### config.mk
export PLATFORM = sky130hd
export DESIGN_NAME = cache_writeback_buffer
export DESIGN_NICKNAME = d
export VERILOG_FILES = /design/src/rtl/cache_writeback_buffer_pkg.sv /design/src/rtl/wb_fifo.sv /design/src/rtl/cache_writeback_buffer.sv
export SDC_FILE = /design/constraint.sdc
export NUM_CORES = 1
export LEC_CHECK = 0
export BUFFER_PORTS_ARGS = -buffer_cell sky130_fd_sc_hd__buf_4
export CAP_MARGIN = 5
export CORE_ASPECT_RATIO = 1.25
export CORE_MARGIN = 3
export CORE_UTILIZATION = 47
export CTS_CLUSTER_SIZE = 12
export DETAILED_ROUTE_END_ITERATION = 8
export HOLD_SLACK_MARGIN = 0.03
export PLACE_DENSITY = 0.71
export SLEW_MARGIN = 40
export SYNTH_ARGS = -nofsm -noshare
export SYNTH_HDL_FRONTEND = slang
export SYNTH_SLANG_ARGS = --single-unit
export TNS_END_PERCENT = 50
### constraint.sdc
create_clock -name clk -period 3.6 [get_ports clk]
set_input_delay 0 -clock clk [delete_from_list [all_inputs] [get_ports clk]]
set_output_delay 0 -clock clk [all_outputs]
set_load 0.005 [all_outputs]
### src/rtl/cache_writeback_buffer_pkg.sv
`default_nettype none
// ---------------------------------------------------------------------------
// cache_writeback_buffer_pkg : shared widths and FSM state encoding
// Rev 1.0
// ---------------------------------------------------------------------------
package cache_writeback_buffer_pkg;

  localparam int ADDR_W = 10;
  localparam int DATA_W = 32;
  localparam int MASK_W = 4;

  typedef enum logic [1:0] {
    ST_IDLE  = 2'd0,
    ST_WRITE = 2'd1,
    ST_READ  = 2'd2,
    ST_RESP  = 2'd3
  } state_t;

endpackage
`default_nettype wire

### src/rtl/wb_fifo.sv
`default_nettype none
// ---------------------------------------------------------------------------
// wb_fifo : write-back entry FIFO with per-entry address-match vector
// Rev 1.0
// ---------------------------------------------------------------------------
module wb_fifo
  import cache_writeback_buffer_pkg::*;
#(
  parameter int DEPTH = 4
) (
  input  logic              clk,
  input  logic              reset,
  input  logic              push,
  input  logic [ADDR_W-1:0] push_addr,
  input  logic [DATA_W-1:0] push_data,
  input  logic [MASK_W-1:0] push_mask,
  input  logic              pop,
  input  logic [ADDR_W-1:0] cmp_addr,
  output logic [ADDR_W-1:0] head_addr,
  output logic [DATA_W-1:0] head_data,
  output logic [MASK_W-1:0] head_mask,
  output logic [DEPTH-1:0]  match,
  output logic              empty,
  output logic              full
);

  localparam int PTR_W = $clog2(DEPTH);
  localparam int CNT_W = PTR_W + 1;

  logic [PTR_W-1:0]  wr_ptr;
  logic [PTR_W-1:0]  rd_ptr;
  logic [CNT_W-1:0]  count;
  logic [ADDR_W-1:0] addr_mem [DEPTH];
  logic [DATA_W-1:0] data_mem [DEPTH];
  logic [MASK_W-1:0] mask_mem [DEPTH];
  logic              do_push;
  logic              do_pop;

  assign empty   = (count == '0);
  assign full    = (count == CNT_W'(DEPTH));
  assign do_push = push && !full;
  assign do_pop  = pop && !empty;

  always_ff @(posedge clk or posedge reset) begin
    if (reset) begin
      wr_ptr <= '0;
      rd_ptr <= '0;
      count  <= '0;
    end else begin
      if (do_push) wr_ptr <= wr_ptr + PTR_W'(1);
      if (do_pop)  rd_ptr <= rd_ptr + PTR_W'(1);
      if (do_push && !do_pop)      count <= count + CNT_W'(1);
      else if (!do_push && do_pop) count <= count - CNT_W'(1);
    end
  end

  always_ff @(posedge clk) begin
    if (do_push) begin
      addr_mem[wr_ptr] <= push_addr;
      data_mem[wr_ptr] <= push_data;
      mask_mem[wr_ptr] <= push_mask;
    end
  end

  assign head_addr = addr_mem[rd_ptr];
  assign head_data = data_mem[rd_ptr];
  assign head_mask = mask_mem[rd_ptr];

  // A slot is live when its distance from the read pointer is below the count.
  for (genvar i = 0; i < DEPTH; i++) begin : g_match
    logic [PTR_W-1:0] offset;
    assign offset   = PTR_W'(i) - rd_ptr;
    assign match[i] = ({1'b0, offset} < count) && (addr_mem[i] == cmp_addr);
  end

endmodule
`default_nettype wire

### src/rtl/cache_writeback_buffer.sv
`default_nettype none
// ---------------------------------------------------------------------------
// cache_writeback_buffer : write-back buffer with read-after-write hazard drain
// Rev 1.0
// ---------------------------------------------------------------------------
module cache_writeback_buffer
  import cache_writeback_buffer_pkg::*;
#(
  parameter int DEPTH = 4
) (
  input  logic              clk,
  input  logic              reset,
  input  logic              flush_valid,
  input  logic [ADDR_W-1:0] flush_address,
  input  logic [DATA_W-1:0] flush_data,
  input  logic [MASK_W-1:0] flush_mask,
  output logic              flush_ready,
  input  logic              refill_req,
  input  logic [ADDR_W-1:0] refill_address,
  output logic [DATA_W-1:0] dm_data,
  output logic              refill_valid,
  output logic [ADDR_W-1:0] mem_address,
  output logic              mem_read_enable,
  output logic              mem_write_enable,
  output logic [DATA_W-1:0] mem_write_data,
  output logic [MASK_W-1:0] mem_write_mask,
  input  logic [DATA_W-1:0] mem_read_data,
  input  logic              mem_ready,
  output logic              empty,
  output logic              full
);

  state_t            state;
  state_t            state_next;
  logic              refill_pending;
  logic [ADDR_W-1:0] refill_addr_q;
  logic              want_refill;
  logic [ADDR_W-1:0] cmp_addr;
  logic [DEPTH-1:0]  match;
  logic [ADDR_W-1:0] head_addr;
  logic [DATA_W-1:0] head_data;
  logic [MASK_W-1:0] head_mask;
  logic              pop;

  // Once latched, the refill survives refill_req dropping during a drain.
  assign want_refill = refill_pending || refill_req;
  assign cmp_addr    = refill_pending ? refill_addr_q : refill_address;
  assign pop         = (state == ST_WRITE) && mem_ready;
  assign flush_ready = !full;

  wb_fifo #(
    .DEPTH (DEPTH)
  ) u_fifo (
    .clk       (clk),
    .reset     (reset),
    .push      (flush_valid),
    .push_addr (flush_address),
    .push_data (flush_data),
    .push_mask (flush_mask),
    .pop       (pop),
    .cmp_addr  (cmp_addr),
    .head_addr (head_addr),
    .head_data (head_data),
    .head_mask (head_mask),
    .match     (match),
    .empty     (empty),
    .full      (full)
  );

  always_ff @(posedge clk or posedge reset) begin
    if (reset) state <= ST_IDLE;
    else       state <= state_next;
  end

  always_comb begin
    state_next = state;
    case (state)
      ST_IDLE: begin
        if (want_refill)  state_next = (|match) ? ST_WRITE : ST_READ;
        else if (!empty)  state_next = ST_WRITE;
      end
      ST_WRITE: if (mem_ready) state_next = ST_IDLE;
      ST_READ:  if (mem_ready) state_next = ST_RESP;
      ST_RESP:  state_next = ST_IDLE;
      default:  state_next = ST_IDLE;
    endcase
  end

  always_comb begin
    mem_address      = '0;
    mem_read_enable  = 1'b0;
    mem_write_enable = 1'b0;
    mem_write_data   = '0;
    mem_write_mask   = '0;
    refill_valid     = 1'b0;
    case (state)
      ST_WRITE: begin
        mem_address      = head_addr;
        mem_write_enable = 1'b1;
        mem_write_data   = head_data;
        mem_write_mask   = head_mask;
      end
      ST_READ: begin
        mem_address     = refill_addr_q;
        mem_read_enable = 1'b1;
      end
      ST_RESP:  refill_valid = 1'b1;
      default: ;
    endcase
  end

  always_ff @(posedge clk or posedge reset) begin
    if (reset) begin
      refill_pending <= 1'b0;
      refill_addr_q  <= '0;
      dm_data        <= '0;
    end else begin
      if (state == ST_IDLE && refill_req && !refill_pending) begin
        refill_pending <= 1'b1;
        refill_addr_q  <= refill_address;
      end else if (state == ST_RESP) begin
        refill_pending <= 1'b0;
      end
      if (state == ST_READ && mem_ready) dm_data <= mem_read_data;
    end
  end

endmodule
`default_nettype wire

# Yosys cells after proc, flatten, opt, wreduce, memory -nomap -nowiden
# Memory sizes are Yosys's and may differ from the RTL's.
# Cells that the tools add are included.
# op_classes
addsub,8
order_cmp,4
eq_ne,11
muxes,19
reduce_logical,24
# ops
cell,n
10-bit == test,4
32-bit two-way mux,1
10-bit case mux with 2 select lines,1
1-bit logical AND,12
2-bit by 3-bit less-than comparator with 1-bit output,4
10-bit two-way mux,1
2-bit two-way mux,5
2-bit case mux with 4 select lines,1
1-bit two-way mux,7
3-bit two-way mux,2
1-bit logical NOT,5
2-bit by 1-bit adder with 2-bit output (second input constant),2
2-bit == test (second input constant),2
4-bit two-way mux,1
2-bit inequality test (second input constant),2
2-bit nonzero test,2
4-bit OR reduction,1
1-bit by 2-bit subtractor with 2-bit output (first input constant),2
2-bit subtractor (first input constant),2
3-bit by 1-bit adder with 3-bit output (second input constant),1
3-bit == test (second input constant),1
3-bit logical NOT,1
3-bit inequality test (second input constant),1
3-bit AND reduction,1
4 further kinds,4
# word_totals
regBits,52
mem_bits_rw,184
in_bits,93
output_inout_bits,84
elab_cells,76
mem_count,3
# mem_list
memory,words,width,read_ports,rd_ports_with_merged_regs,write_ports,line,source
u_fifo.data_mem,4,32,1,0,1,wb_fifo.sv:34,logic [DATA_W-1:0] data_mem [DEPTH];
u_fifo.addr_mem,4,10,5,0,1,wb_fifo.sv:33,logic [ADDR_W-1:0] addr_mem [DEPTH];
u_fifo.mask_mem,4,4,1,0,1,wb_fifo.sv:35,logic [MASK_W-1:0] mask_mem [DEPTH];

# Logic depth before layout (Yosys ltp)
# Gate-level depths: netlist of the first run.
# logic_depth
word_depth,7
ltp_mapped,11

# By module
# A second synthesis of the first run with hierarchy kept.
# unflattened
cells_unflattened,541
area_unflattened_um2,9928.3
# modules_own_cells
mod,n_inst,cells_per_inst,area_each_um2
wb_fifo,1,353,7623.6
cache_writeback_buffer,1,188,2304.7

# Least setup slack after synthesis of the first run
# OpenSTA, ideal clock, no wires.
# synth_path
path_type,register to register
start,reg u_fifo.rd_ptr[0]
end,reg state[0]
arrival_ps,2479
slack_ps,1000
stages_incl_launch_ff,12
path_buffers,3
synth_period_minus_slack_ps,2600
cell_sequence,dfrtp_1 -> buf_2 -> buf_2 -> buf_2 -> xnor2_1 -> inv_1 -> ha_1 -> a21oi_1 -> o2111ai_1 -> o31ai_1 -> or4_1 -> o211a_1
# synth_between
elab_chain_cells,7
elab_cells_between_ends,16
classes_between,4 x add/sub; 4 x order compare; 3 x mux; 5 x reduce/logical
# synth_lines
item,line,source
start: declaration,wb_fifo.sv:31,logic [PTR_W-1:0] rd_ptr;
start signal: assignment,wb_fifo.sv:51,if (do_pop) rd_ptr <= rd_ptr + PTR_W'(1);
1-bit by 2-bit subtractor with 2-bit output / 2-bit subtractor (equally long branches),wb_fifo.sv:72,assign offset = PTR_W'(i) - rd_ptr;
2-bit by 3-bit less-than comparator with 1-bit output,wb_fifo.sv:73,"assign match[i] = ({1'b0, offset} < count) && (addr_mem[i] == cmp_addr);"
1-bit logical AND,wb_fifo.sv:73,
4-bit OR reduction *,cache_writeback_buffer.sv:79,if (want_refill) state_next = (|match) ? ST_WRITE : ST_READ;
2-bit two-way mux * (2 in series),cache_writeback_buffer.sv:79,
2-bit case mux with 4 select lines *,cache_writeback_buffer.sv:77,case (state)
end signal: assignment,cache_writeback_buffer.sv:72,else state <= state_next;
end: declaration,cache_writeback_buffer.sv:33,state_t state;
# Mark *: on every way between the ends. The rest lies on a longest branch, timed or not.
# A chain may end at the register's enable or synchronous reset.

# Worst setup path after layout of the first run
# layout_path
start,reg u_fifo.rd_ptr[0]
end,out mem_write_data[8]
# layout_between
elab_chain_cells,2
# layout_lines
item,line,source
memory 4 x 32 bit,n/a,
32-bit two-way mux,cache_writeback_buffer.sv:96,case (state)
end: declaration,cache_writeback_buffer.sv:25,"output logic [DATA_W-1:0] mem_write_data,"
# No other way between the ends.

==> flow_metrics.py, run 1 <==
metrics = {
    "yosys": {
        "synth_commonest_cells": "184 x edfxtp_1, 52 x dfrtp_1, 46 x mux4_2, 43 x mux2_2, 42 x xor2_1",
        "synth.most_common_cell": "edfxtp_1",
        "syn_avg_cell_area_um2": 18.4,
        "syn-cell-area_um2": 9880,
        "ys_seq_area_frac": 0.691,
        "synth_area_leaders": "edfxtp_1 56%, dfrtp_1 13%, mux4_2 10%, mux2_2 4.9%, xor2_1 3.7%",
        "syn_nets": 643,
        "postSynth.asyncResetShare": 0.220,
        "synth_cell_types": 37,
        "synth-seq-cells": 236,
        "yosysWarnings": 0,
        "syn_inst": 536,
        "yosysTopAreaCell": "edfxtp_1",
        "synth_flop_cell": "edfxtp_1",
        "synth_top_area_share": 0.559,
        "synth-edff-count": 184,
    },
    "clock_tree": {
        "clk_latency_ps": 510,
        "cts_tree": "done",
        "cts_sinks": 236,
        "post_cts_buffers": 0,
        "root_buffer": "clkbuf_16",
        "cts-htree-levels": 1,
        "numCtsBuffers": 25,
        "path_clk_slew_ps": 60,
        "clock_path_buffers": 3,
    },
    "global_routing": {
        "grt_max_degree": 53,
        "gr-total-overflow": 0,
        "grt_pass1_wl_um": 35300,
        "grt_pass1_vias": 6524,
        "antenna_found_initial": 0,
        "grt_use_total": 0.196,
    },
    "critical_path": {
        "cpMostUsedCell": "buf_4",
        "cp.arrival_ps": 2750,
        "required_ps": 3600,
        "end_kind": "output pin",
        "path_cells": "buf_4, mux4_2, and2_1, buf_4",
        "crit_slowest_cell": "dfrtp_4",
        "critPathMaxFanout": 30,
        "critical-path-max-stage-delay_ps": 690,
        "start_kind": "flop",
        "worst-setup-path-type": "flop to output pin",
    },
    "detailed_routing": {
        "final_antenna_net_count": 0,
        "drc": 0,
        "vias": 5782,
        "vias_per_cell": 5.22,
        "drt_wl_total_um": 22300,
        "drtIter0Drc": 255,
        "avgRoutedWirePerCell_um": 20.2,
        "dr.pass1.iters": 6,
    },
    "floorplan": {
        "die_x_um": 136,
        "die_area_um2": 22800,
        "initial_core_util": 0.485,
        "core-area_um2": 20400,
        "die_height_um": 168,
        "rows": 58,
        "io_pins": 177,
    },
    "cells_and_area": {
        "drive_gt1_frac": 0.388,
        "antenna_cells": 0,
        "fin_cells": 1107,
        "area.growth.synth_to_final_pct": 34.2,
        "utilization": 0.651,
        "nNetsFinal": 926,
    },
    "timing": {
        "hold_viol_final": 0,
        "maxSlewViolCount": 0,
        "setup_violations": 0,
        "fin_crit_ps": 2750,
        "relSlewSlack": 0.527,
        "worst_pin_slew_ps": 710,
        "tns_ps": 0,
        "max_clock_freq_ghz": 0.364,
        "rsz0062_at_grt": "false",
        "finClkSkew_ps": 12.4,
        "period_share": 0.763,
    },
    "power": {
        "peakVddDrop_v": 0.000507,
        "power_density_nw_per_um2": 786,
        "total_power_uw": 10400,
        "power.leakage_uw": 0.00512,
    },
    "placement": {
        "dp_hpwl_um": 14300,
        "gp_congestion": 0.990,
        "post-place-cells": 970,
        "io_buffers": 176,
    },
    "hold_path": {
        "hp-class": "input port to asynchronous set/reset pin",
    },
    "flow_run": {
        "drv_cap": 0,
    },
    "status": {
        "status": "finished, final reports clean",
    },
}
==> critical path: cells and delay by family (launching register included) <==
kind                   cells  cell delay (ps)
buffers and inverters      2              730
flip-flops                 1              690
multiplexers               1              600
AND/OR/NAND/NOR            1              200
==> cell families (layout without fill, tap and decap cells) <==
kind of cell,Yosys count,after routing,synth area share
flops,236,236,0.691
mux,99,99,0.167
simple gates,78,78,0.0460
xor+xnor,47,47,0.0417
buf+inv,36,337,0.0168
compound gates,26,26,0.0196
fa+ha+maj,14,14,0.0185
==> placed cells by master (no fill, tap or decap), types with 5 or more instances in the layout <==
master,count
dfrtp_1,50
clkbuf_1,11
mux2_2,43
and2_1,36
inv_1,12
buf_4,187
edfxtp_1,184
mux2i_2,7
xor2_1,42
mux4_2,46
ha_1,12
clkbuf_16,26
xnor2_1,5
dlygate4sd3_1,92
a22oi_1,10
nand2_1,5
nand3_1,7
nor2b_1,10
nand4_1,5
==> state kept, by name (all words and copies together), names as in the netlist <==
name             cells
u_fifo.data_mem    128
u_fifo.addr_mem     40
dm_data             32
u_fifo.mask_mem     16
refill_addr_q       10
u_fifo.count         3
state                2
u_fifo.rd_ptr        2
u_fifo.wr_ptr        2
refill_pending       1
==> area by class of cell <==
class	count	area, um2
clock buffer	41	747
sequential	236	6830
fill	1374	7130
multi-input combinational	264	2900
tap	270	338
inverter	13	51.3
clock inverter	4	70.1
timing repair buffer	279	2320
==> power breakdown <==
group          leakage, uW  internal (uW)  switching (uW)
Combinational      0.00242           2000            1690
Clock             0.000398           1550             981
Sequential         0.00230           3710             493
==> final timing paths <==
| kind | from | to | slack [ps] | cells after the start |
|---|---|---|---|---|
| max | u_fifo.rd_ptr[0] | mem_write_data[8] | 850 | 4 |
| min | reset | dm_data[28] | 170 | 3 |
| max reg2reg | refill_pending | state[0] | 1020 | 6 |
| min reg2reg | dm_data[7] | dm_data[7] | 500 | 1 |
| max in group asynchronous | reset | u_fifo.rd_ptr[0] | 2950 | 3 |
| min in group clk | flush_data[14] | u_fifo.data_mem[3][14] | 230 | 2 |
==> layer usage <==
metal  global-route usage  wire length (um)  up-vias
met1                0.247              8850     2894
met5                    0                 0        -
met3               0.0415              1600       37
met2                0.348             11500      210
met4               0.0460               389        0
li1                     -                 -     2641
==> metrics by stage <==
step | cell area, um2 | hold WS [ps] | worst slack (ps)
after floorplan | 9880 | 98.9 | 1000
after CTS | 13300 | 151 | 755
final | 13300 | 170 | 852
after detailed placement | 11500 | 141 | 1050
after global routing | 13300 | 218 | 649
after global placement | 11500 | 198 | 1180
==> timing repair <==
item	CTS	global route
hold endpoints to repair	284	0
resized for setup	0	0
hold buffers	92	0
(Power assumes the default switching activity.)
==> run 2: changes to the inputs <==
--- a/config.mk
+++ b/config.mk
@@ -13,7 +13,7 @@
 export CTS_CLUSTER_SIZE = 12
 export DETAILED_ROUTE_END_ITERATION = 8
 export HOLD_SLACK_MARGIN = 0.03
-export PLACE_DENSITY = 0.71
+export PLACE_DENSITY = 0.74
 export SLEW_MARGIN = 40
 export SYNTH_ARGS = -nofsm -noshare
 export SYNTH_HDL_FRONTEND = slang
==> constraint.sdc (replaced) <==
create_clock -name clk -period 2.2 [get_ports clk]
set_input_delay 0 -clock clk [delete_from_list [all_inputs] [get_ports clk]]
set_output_delay 0 -clock clk [all_outputs]
set_load 0.005 [all_outputs]
==> run 2 against run 1 <==
Compared with the run above: combinational power rose by 86%; power grew 66%; clock power is 52% higher; global-route usage increased by 0.10 points; register-to-register slack got worse by 1000 ps; first-iteration DRC count fell by 12%; sequential share of layout area decreased by 0.83 points.
==> flow_metrics.py, run 2 (synthesis results as in run 1) <==
metrics = {
    "clock_tree": {
        "clock_path_buffers": 3,
        "path_clk_slew_ps": 60,
        "cts_tree": "done",
        "root_buffer": "clkbuf_16",
        "cts_sinks": 236,
        "cts-htree-levels": 1,
        "numCtsBuffers": 25,
        "clk_latency_ps": 520,
    },
    "floorplan": {
        "initial_core_util": 0.485,
        "die_height_um": 168,
        "die_x_um": 136,
        "rows": 58,
        "die_area_um2": 22800,
        "core-area_um2": 20400,
        "io_pins": 177,
    },
    "timing": {
        "hold_viol_final": 0,
        "fin_crit_ps": 2180,
        "rsz0062_at_grt": "true",
        "worst_pin_slew_ps": 544,
        "relSlewSlack": 0.636,
        "finClkSkew_ps": 18.2,
        "setup_violations": 0,
        "maxSlewViolCount": 0,
        "max_clock_freq_ghz": 0.459,
        "period_share": 0.990,
    },
    "power": {
        "power_density_nw_per_um2": 1290,
        "peakVddDrop_v": 0.000766,
        "power.leakage_uw": 0.00521,
    },
    "global_routing": {
        "antenna_found_initial": 0,
        "grt_pass1_vias": 6672,
        "grt_max_degree": 47,
        "grt_pass1_wl_um": 35600,
        "grt_use_total": 0.197,
        "gr-total-overflow": 0,
    },
    "cells_and_area": {
        "drive_gt1_frac": 0.417,
        "antenna_cells": 0,
        "stdcell_area_um2": 13500,
        "top_regs": "u_fifo.data_mem (128), u_fifo.addr_mem (40), dm_data (32)",
        "largest_register_ffs": 128,
        "top_register": "u_fifo.data_mem",
        "nNetsFinal": 937,
        "utilization": 0.661,
        "mostFrequentLayoutCell": "buf_4",
        "area.growth.synth_to_final_pct": 36.4,
        "layout_common_cells": "188 x buf_4, 184 x edfxtp_1, 92 x dlygate4sd3_1",
    },
    "detailed_routing": {
        "avgRoutedWirePerCell_um": 20.2,
        "vias_per_cell": 5.23,
        "drt_wl_total_um": 22600,
        "final_antenna_net_count": 0,
        "drtIter0Drc": 224,
        "dr.pass1.iters": 4,
        "vias": 5854,
        "drc": 0,
    },
    "status": {
        "status": "finished, final reports clean",
    },
    "critical_path": {
        "critPathMaxFanout": 6,
        "end_kind": "flop",
        "cp.arrival_ps": 2590,
        "critical-path-max-stage-delay_ps": 570,
        "path_cells": "xnor2_2, inv_1, ha_1, a21oi_2, o2111ai_1, o31ai_1, or4_1, o211a_1",
        "path_delay_family": "flip-flops",
        "reg2reg_from": "u_fifo.rd_ptr[0]",
        "start_kind": "flop",
        "required_ps": 2610,
        "worst-setup-path-type": "flop to flop",
        "cp_num_buf_inv": 1,
        "crit_slowest_cell": "dfrtp_4",
        "startpoint": "u_fifo.rd_ptr[0]",
    },
    "placement": {
        "dp_hpwl_um": 13900,
        "io_buffers": 176,
        "gp_congestion": 0.969,
        "placed_cell_area_um2": 11600,
    },
    "flow_run": {
        "drv_cap": 0,
    },
    "hold_path": {
        "hp-class": "input port to asynchronous set/reset pin",
    },
}
==> run 2: cell types whose count changed in the layout (fill, tap and decap cells not counted), sizes merged <==
cell / before / now
clkbuf: 41 / 43
clkinv: 2 / 4
buf: 187 / 195
inv: 13 / 15
bufinv: 2 / 0
==> run 2: what timing repair did <==
action	4_1_cts	5_1_grt
buffers inserted	0	1
hold buffers	92	0
pin swaps	1	4
cloned	0	2
resized for setup	13	11
hold endpoints to repair	255	0
endpoints found under the setup margin	46	38
==> run 2: final cells by class <==
class / count / area [um2]
clock buffer: 40 / 722
clock inverter: 6 / 35.0
fill: 1350 / 6910
inverter: 13 / 48.8
multi-input combinational: 264 / 2970
sequential: 236 / 6830
tap: 270 / 338
timing repair buffer: 290 / 2530
==> run 2: through the flow <==
stage	hold slack [ps]	total power, uW	setup TNS [ps]	setup WS [ps]	cells
floorplan	98.9	10500	-3970	-43.2	536
global placement	66.1	12900	0	127	978
detailed placement	74.7	13100	0	29.5	978
CTS	80.1	17300	-22.9	-13.9	1116
global route	134	18300	-279	-56.8	1119
finish	101	17300	0	23.0	1119
==> run 2: where the power goes <==
part | switching (uW) | total, uW | internal [uW]
logic | 3150 | 6830 | 3670
registers | 590 | 6670 | 6080
clock network | 1600 | 3850 | 2250
total | 5340 | 17300 | 12000
==> run 2: routing by layer <==
layer | global-route usage | up-vias | routed length (um)
met5 | 0 | - | 0
met4 | 0.0425 | 0 | 351
met3 | 0.0466 | 31 | 1640
met2 | 0.352 | 204 | 11700
met1 | 0.244 | 2968 | 8860
li1 | - | 2651 | -
==> run 2: tightest hold or removal path: stages <==
cell and delay [ps]:
dlygate4sd3_1 550, buf_4 140, inv_2 380
==> run 2: final timing paths <==
kind,end,slack (ps),depth (start not counted)
hold reg to reg,dm_data[7],510,1
hold / removal,refill_addr_q[7],100,3
min in group clk,u_fifo.mask_mem[0][0],230,2
setup reg to reg,state[0],20,8
max in group asynchronous,dm_data[10],1330,4
setup / recovery,state[0],20,8
